$ cat src/rtl/aes_arbiter_if.sv
// Bundle of requester, AES-datapath and response signals for aes_arbiter.
// The slave modport is the arbiter's view; master is the surrounding system's view.
interface aes_arbiter_if;
  logic         req0_valid;
  logic         req0_ready;
  logic [127:0] req0_data;
  logic [127:0] req0_key;
  logic         req0_encrypt;
  logic         req1_valid;
  logic         req1_ready;
  logic [127:0] req1_data;
  logic [127:0] req1_key;
  logic         req1_encrypt;
  logic [127:0] aes_in_data;
  logic [127:0] aes_key;
  logic         aes_flag;
  logic [127:0] aes_data_out;
  logic         rsp_valid;
  logic         rsp_ready;
  logic [127:0] rsp_data;
  logic         rsp_id;
  logic         busy;
  logic [1:0]   state_dbg;

  modport slave (
    input  req0_valid, req0_data, req0_key, req0_encrypt,
    input  req1_valid, req1_data, req1_key, req1_encrypt,
    input  aes_data_out, rsp_ready,
    output req0_ready, req1_ready,
    output aes_in_data, aes_key, aes_flag,
    output rsp_valid, rsp_data, rsp_id, busy, state_dbg
  );

  modport master (
    output req0_valid, req0_data, req0_key, req0_encrypt,
    output req1_valid, req1_data, req1_key, req1_encrypt,
    output aes_data_out, rsp_ready,
    input  req0_ready, req1_ready,
    input  aes_in_data, aes_key, aes_flag,
    input  rsp_valid, rsp_data, rsp_id, busy, state_dbg
  );
endinterface

$ cat src/rtl/aes_arbiter.sv
// Two-requester round-robin arbiter in front of a shared AES datapath with a
// fixed LATENCY; one operation in flight, result returned on a valid/ready channel.
module aes_arbiter #(
  parameter int unsigned LATENCY = 1
) (
  input  logic        clk,
  input  logic        rst,
  aes_arbiter_if.slave bus
);

  localparam int unsigned CNT_W = (LATENCY < 2) ? 1 : $clog2(LATENCY + 1);
  localparam logic [CNT_W-1:0] CNT_LAST = CNT_W'(LATENCY);
  localparam logic [CNT_W-1:0] CNT_ONE  = CNT_W'(1);

  typedef enum logic [1:0] {
    IDLE = 2'd0,
    WAIT = 2'd1,
    RESP = 2'd2
  } state_t;

  // Handshakes: a requester transfer happens on a posedge where reqN_valid and
  // reqN_ready are both high; the response transfers where rsp_valid and rsp_ready are.
  state_t           state_q, state_d;
  logic [CNT_W-1:0] cnt_q, cnt_d;
  logic             last_id_q, last_id_d;
  logic             rsp_valid_q, rsp_valid_d;
  logic [127:0]     rsp_data_q, rsp_data_d;
  logic             rsp_id_q, rsp_id_d;
  logic [127:0]     in_data_q, in_data_d;
  logic [127:0]     key_q, key_d;
  logic             flag_q, flag_d;

  logic grant_valid;
  logic grant_id;

  // The grant already implies the chosen requester is valid, so grant == accept.
  always_comb begin
    grant_valid = 1'b0;
    grant_id    = 1'b0;
    if (state_q == IDLE && !rst) begin
      if (bus.req0_valid && bus.req1_valid) begin
        grant_valid = 1'b1;
        grant_id    = ~last_id_q;
      end else if (bus.req0_valid) begin
        grant_valid = 1'b1;
        grant_id    = 1'b0;
      end else if (bus.req1_valid) begin
        grant_valid = 1'b1;
        grant_id    = 1'b1;
      end
    end
  end

  always_comb begin
    state_d     = state_q;
    cnt_d       = cnt_q;
    last_id_d   = last_id_q;
    rsp_valid_d = rsp_valid_q;
    rsp_data_d  = rsp_data_q;
    rsp_id_d    = rsp_id_q;
    in_data_d   = in_data_q;
    key_d       = key_q;
    flag_d      = flag_q;
    case (state_q)
      IDLE: begin
        if (grant_valid) begin
          in_data_d = grant_id ? bus.req1_data    : bus.req0_data;
          key_d     = grant_id ? bus.req1_key     : bus.req0_key;
          flag_d    = grant_id ? bus.req1_encrypt : bus.req0_encrypt;
          rsp_id_d  = grant_id;
          last_id_d = grant_id;
          cnt_d     = '0;
          state_d   = WAIT;
        end
      end
      WAIT: begin
        // The datapath output only reflects the new operands once the count completes.
        if (cnt_q == CNT_LAST) begin
          rsp_data_d  = bus.aes_data_out;
          rsp_valid_d = 1'b1;
          state_d     = RESP;
        end else begin
          cnt_d = cnt_q + CNT_ONE;
        end
      end
      RESP: begin
        if (bus.rsp_ready) begin
          rsp_valid_d = 1'b0;
          state_d     = IDLE;
        end
      end
      default: state_d = IDLE;
    endcase
  end

  always_ff @(posedge clk) begin
    if (rst) begin
      state_q     <= IDLE;
      cnt_q       <= '0;
      last_id_q   <= 1'b1;
      rsp_valid_q <= 1'b0;
      rsp_data_q  <= '0;
      rsp_id_q    <= 1'b0;
      in_data_q   <= '0;
      key_q       <= '0;
      flag_q      <= 1'b0;
    end else begin
      state_q     <= state_d;
      cnt_q       <= cnt_d;
      last_id_q   <= last_id_d;
      rsp_valid_q <= rsp_valid_d;
      rsp_data_q  <= rsp_data_d;
      rsp_id_q    <= rsp_id_d;
      in_data_q   <= in_data_d;
      key_q       <= key_d;
      flag_q      <= flag_d;
    end
  end

  assign bus.req0_ready  = grant_valid && !grant_id;
  assign bus.req1_ready  = grant_valid && grant_id;
  assign bus.aes_in_data = in_data_q;
  assign bus.aes_key     = key_q;
  assign bus.aes_flag    = flag_q;
  assign bus.rsp_valid   = rsp_valid_q;
  assign bus.rsp_data    = rsp_data_q;
  assign bus.rsp_id      = rsp_id_q;
  assign bus.busy        = (state_q != IDLE);
  assign bus.state_dbg   = state_q;

endmodule

$ cat src/flat_wrapper.sv
// flat-port wrapper written by rule: the top's interface ports become plain ports
module aes_arbiter_flat 
#(
  parameter int unsigned LATENCY = 1
)
  (clk, rst, bus_req0_valid, bus_req0_data, bus_req0_key, bus_req0_encrypt, bus_req1_valid, bus_req1_data, bus_req1_key, bus_req1_encrypt, bus_aes_data_out, bus_rsp_ready, bus_req0_ready, bus_req1_ready, bus_aes_in_data, bus_aes_key, bus_aes_flag, bus_rsp_valid, bus_rsp_data, bus_rsp_id, bus_busy, bus_state_dbg);
  aes_arbiter_if bus_i ();
  input  logic clk;
  input  logic rst;
  input wire logic [$bits(bus_i.req0_valid)-1:0] bus_req0_valid;
  input wire logic [$bits(bus_i.req0_data)-1:0] bus_req0_data;
  input wire logic [$bits(bus_i.req0_key)-1:0] bus_req0_key;
  input wire logic [$bits(bus_i.req0_encrypt)-1:0] bus_req0_encrypt;
  input wire logic [$bits(bus_i.req1_valid)-1:0] bus_req1_valid;
  input wire logic [$bits(bus_i.req1_data)-1:0] bus_req1_data;
  input wire logic [$bits(bus_i.req1_key)-1:0] bus_req1_key;
  input wire logic [$bits(bus_i.req1_encrypt)-1:0] bus_req1_encrypt;
  input wire logic [$bits(bus_i.aes_data_out)-1:0] bus_aes_data_out;
  input wire logic [$bits(bus_i.rsp_ready)-1:0] bus_rsp_ready;
  output wire logic [$bits(bus_i.req0_ready)-1:0] bus_req0_ready;
  output wire logic [$bits(bus_i.req1_ready)-1:0] bus_req1_ready;
  output wire logic [$bits(bus_i.aes_in_data)-1:0] bus_aes_in_data;
  output wire logic [$bits(bus_i.aes_key)-1:0] bus_aes_key;
  output wire logic [$bits(bus_i.aes_flag)-1:0] bus_aes_flag;
  output wire logic [$bits(bus_i.rsp_valid)-1:0] bus_rsp_valid;
  output wire logic [$bits(bus_i.rsp_data)-1:0] bus_rsp_data;
  output wire logic [$bits(bus_i.rsp_id)-1:0] bus_rsp_id;
  output wire logic [$bits(bus_i.busy)-1:0] bus_busy;
  output wire logic [$bits(bus_i.state_dbg)-1:0] bus_state_dbg;
  assign bus_i.req0_valid = bus_req0_valid;
  assign bus_i.req0_data = bus_req0_data;
  assign bus_i.req0_key = bus_req0_key;
  assign bus_i.req0_encrypt = bus_req0_encrypt;
  assign bus_i.req1_valid = bus_req1_valid;
  assign bus_i.req1_data = bus_req1_data;
  assign bus_i.req1_key = bus_req1_key;
  assign bus_i.req1_encrypt = bus_req1_encrypt;
  assign bus_i.aes_data_out = bus_aes_data_out;
  assign bus_i.rsp_ready = bus_rsp_ready;
  assign bus_req0_ready = bus_i.req0_ready;
  assign bus_req1_ready = bus_i.req1_ready;
  assign bus_aes_in_data = bus_i.aes_in_data;
  assign bus_aes_key = bus_i.aes_key;
  assign bus_aes_flag = bus_i.aes_flag;
  assign bus_rsp_valid = bus_i.rsp_valid;
  assign bus_rsp_data = bus_i.rsp_data;
  assign bus_rsp_id = bus_i.rsp_id;
  assign bus_busy = bus_i.busy;
  assign bus_state_dbg = bus_i.state_dbg;
  aes_arbiter #(.LATENCY(LATENCY)) u_core (.clk(clk), .rst(rst), .bus(bus_i));
endmodule
$ cat config.mk
export PLATFORM = sky130hd
export DESIGN_NAME = aes_arbiter_flat
export DESIGN_NICKNAME = d
export VERILOG_FILES = /design/src/rtl/aes_arbiter_if.sv /design/src/rtl/aes_arbiter.sv /design/src/flat_wrapper.sv
export SDC_FILE = /design/constraint.sdc
export NUM_CORES = 1
export LEC_CHECK = 0
export BUFFER_PORTS_ARGS = -buffer_cell sky130_fd_sc_hd__buf_2
export CAP_MARGIN = 20
export CORE_AREA = 2 2 410 412
export DETAILED_ROUTE_END_ITERATION = 12
export DIE_AREA = 0 0 412 414
export RECOVER_POWER = 100
export SETUP_SLACK_MARGIN = 0.02
export SYNTH_ARGS = -nofsm -noshare
export SYNTH_HDL_FRONTEND = slang
export SYNTH_SLANG_ARGS = --single-unit
$ cat constraint.sdc
create_clock -name clk -period 3.5 [get_ports clk]
set_clock_uncertainty 0.05 [all_clocks]
set_input_delay 0.35 -clock clk [delete_from_list [all_inputs] [get_ports clk]]
set_output_delay 0.35 -clock clk [all_outputs]
set_load 0.02 [all_outputs]
==> impl_metrics.py <==
metrics = {
    "outcome": {
        "status": "finished clean",
    },
    "sta": {
        "setup_ws_ps": 315.4,
        "finalSetupViolCount": 0,
        "hold_viol_final": 0,
        "fin_setup_tns_ps": 0,
        "relSlewSlack_pct": 6.141,
        "final.min_clock_period_ps": 3185,
        "worst_slew_pin_slew_ps": 1408,
        "max_freq_mhz": 314.0,
        "slew_violations": 0,
        "fin_crit_sh_pct": 90.99,
        "grt_setup_unrepaired": "no",
    },
    "drt": {
        "drt_iter0_markers": 1825,
        "ant_nets": 0,
        "first_pass_iters": 5,
        "routed_wl_um": 127500,
        "dr_total_vias": 20778,
        "wl_per_cell_um": 23.43,
        "drc": 0,
        "via_per_inst": 3.817,
    },
    "clock_tree": {
        "post-cts-setup-buffers": 0,
        "clock_path_buffers": 3,
        "cts_tree": "built",
        "numCtsBuffers": 49,
        "clk-insertion-delay-late_ps": 620,
        "cts-htree-levels": 2,
        "cts-resized-gates": 0,
        "clockRootBuffer": "clkbuf_16",
        "cts_sinks": 391,
        "clk_pin_slew_ps": 60,
    },
    "placement": {
        "dpl.hpwl_um": 102900,
        "place_ws_ps": 1262,
        "dp.cells": 4844,
        "gp_congestion": 0.9755,
        "port_buffers": 1038,
    },
    "worst_hold_path": {
        "hp-class": "in -> reg",
    },
    "pwr": {
        "power_mw": 13.51,
        "max-vdd-ir-drop_v": 0.0003611,
        "powerDensity_nw_per_um2": 468.5,
        "p_leak_nw": 11.49,
    },
    "critical_path": {
        "crit_arrival_ps": 3730,
        "critPathMaxFanout": 105,
        "path_cells": "dlygate4sd3_1, buf_8, or2_2, a21oi_4, clkbuf_4, a221o_1, dlygate4sd3_1",
        "max_stage_delay_ps": 940,
        "path_buf_inv": 4,
        "critical_path_class": "in -> reg",
        "critPathLaunchType": "input pin",
        "critPathCaptureType": "register",
        "cp_data_required_time_ps": 4040,
        "path_delay_family": "buffers and inverters",
        "slowest_stage": "clkbuf_4",
        "cp_common_cell": "dlygate4sd3_1",
    },
    "final_layout": {
        "seqCellArea_sq_um": 7828,
        "multi_input_area_sq_um": 6606,
        "nets": 3815,
        "syn_to_final_growth_pct": 89.49,
        "fill_cells": 18989,
        "final_core_util_pct": 17.33,
        "layout-drive-gt1-share_pct": 23.58,
        "instances_no_fill": 5443,
    },
    "synth": {
        "yosys_warnings": 0,
        "ys_ff_latch": 391,
        "ys_types": 23,
        "syn-instance-count": 1760,
        "synth_fp_nets": 2407,
        "avgSynthCellArea_sq_um": 8.643,
        "syn_area_sq_um": 15210,
        "yosysSeqAreaShare_pct": 51.46,
    },
    "grt": {
        "grt_pass1_wl_um": 166300,
        "grt_pass1_vias": 19564,
        "grt_antenna_before_repair": 118,
        "grtUsageTotal_pct": 14.07,
        "grt_overflow_total": 0,
        "grt_max_degree": 136,
    },
    "floorplanning": {
        "die-area_sq_um": 170600,
        "core_area_sq_um": 166300,
        "dieWidth_um": 412,
        "initial_core_util_pct": 9.148,
        "ios": 1039,
        "fp.dieH_um": 414,
        "rows": 150,
    },
    "run": {
        "cap_violations": 0,
    },
}
layout make-up:
class,count,share of cell area [%]
Inverter,2,0.02604
Sequential cell,391,27.16
Clock inverter,23,1.090
Tap cell,2204,9.567
Clock buffer,66,4.827
Timing Repair Buffer,1544,34.13
Multi-Input combinational cell,1180,22.92
Antenna cell,33,0.2865
cells by family after synthesis:
kind of cell / count (synthesis) / share of synthesized area (%)
simple gates: 785 / 21.65
flops: 391 / 51.46
compound gates: 395 / 21.65
buf+inv: 189 / 5.248
cells in the final DEF, fill, tap and decap left out, types with 2 or more instances in the layout:
cell type and instances:
a21oi_1 131, a221o_1 258, buf_12 12, buf_2 644, buf_4 11, bufinv_16 6
clkbuf_1 405, clkbuf_16 50, clkbuf_8 8, clkinv_2 9, clkinvlp_4 2, dfxtp_1 391
diode_2 33, dlygate4sd3_1 477, inv_1 2, inv_6 2, nand2_1 514, nand2b_1 2
nor2_1 6, nor3_1 257
layer usage:
layer  track usage, %  share of wire, %  vias to the layer above
met5                0              0.29                        -
met4            6.062               5.4                       60
met3            5.641                11                      344
met2            23.28                46                     1203
met1            15.88                38                     9920
li1                 -                 -                     9251
path summary, 6_finish.rpt:
check                                              to  cells past startpoint  slack, ps                             startpoint
min            u_core.bus.aes_in_data[1]$_SDFFE_PP0P_                      4         60                       bus_req0_data[1]
min reg2reg     u_core.bus.rsp_data[114]$_SDFFE_PP0P_                      2        400  u_core.bus.rsp_data[114]$_SDFFE_PP0P_
max reg2reg  u_core.bus.aes_in_data[103]$_SDFFE_PP0P_                      5        440   u_core.bus.state_dbg[0]$_SDFFE_PP0P_
max          u_core.bus.aes_in_data[103]$_SDFFE_PP0P_                      7        320                         bus_req0_valid
through the flow:
step	area, sq um	hold WS, ps
2_1_floorplan	15210	432.3
5_1_grt	28780	40.24
4_1_cts	29290	0.3968
3_3_place_gp	22810	389.9
3_5_place_dp	22810	394.4
6_report	28830	60.90
registers in the layout, indices dropped and copies added (netlist names):
register / count
u_core.bus.rsp_data: 128
u_core.bus.aes_key: 128
u_core.bus.aes_flag: 1
u_core.last_id_q: 1
u_core.bus.rsp_valid: 1
u_core.bus.aes_in_data: 128
u_core.cnt_q: 1
u_core.bus.rsp_id: 1
u_core.bus.state_dbg: 2
tightest hold or removal path, stage by stage:
cell and delay, ps:
buf_2 80, nand2_1 40, nor3_1 130, a221o_1 130
power by group:
group / internal [mW] / total, mW / leakage, nW / switching [mW]
Combinational: 1.16 / 2.92 / 7.44 / 1.76
Sequential: 4.80 / 5.04 / 3.20 / 0.240
Clock: 3.24 / 5.54 / 0.840 / 2.30
Total: 9.21 / 13.5 / 11.5 / 4.30
cell usage after synthesis, drive strengths merged:
master | count | area share [%]
a2111oi | 1 | 0.058
a211oi | 1 | 0.13
a21o | 1 | 0.049
a21oi | 132 | 4.3
a221o | 258 | 17
a2bb2oi | 1 | 0.058
and3b | 1 | 0.058
buf | 42 | 1.6
clkbuf | 145 | 3.6
dfxtp | 391 | 51
inv | 2 | 0.049
nand2 | 514 | 13
nand2b | 2 | 0.082
nand3b | 1 | 0.049
nor2 | 6 | 0.15
nor2b | 1 | 0.041
nor3 | 257 | 8.5
nor3b | 1 | 0.049
o21ai | 1 | 0.033
or2 | 1 | 0.041
or3 | 1 | 0.041
timing repair:
item                                   CTS  global route
setup endpoints to repair                0             0
endpoints found under the hold margin  387             0
hold buffers                           477             0
(Power assumes the default switching activity.)
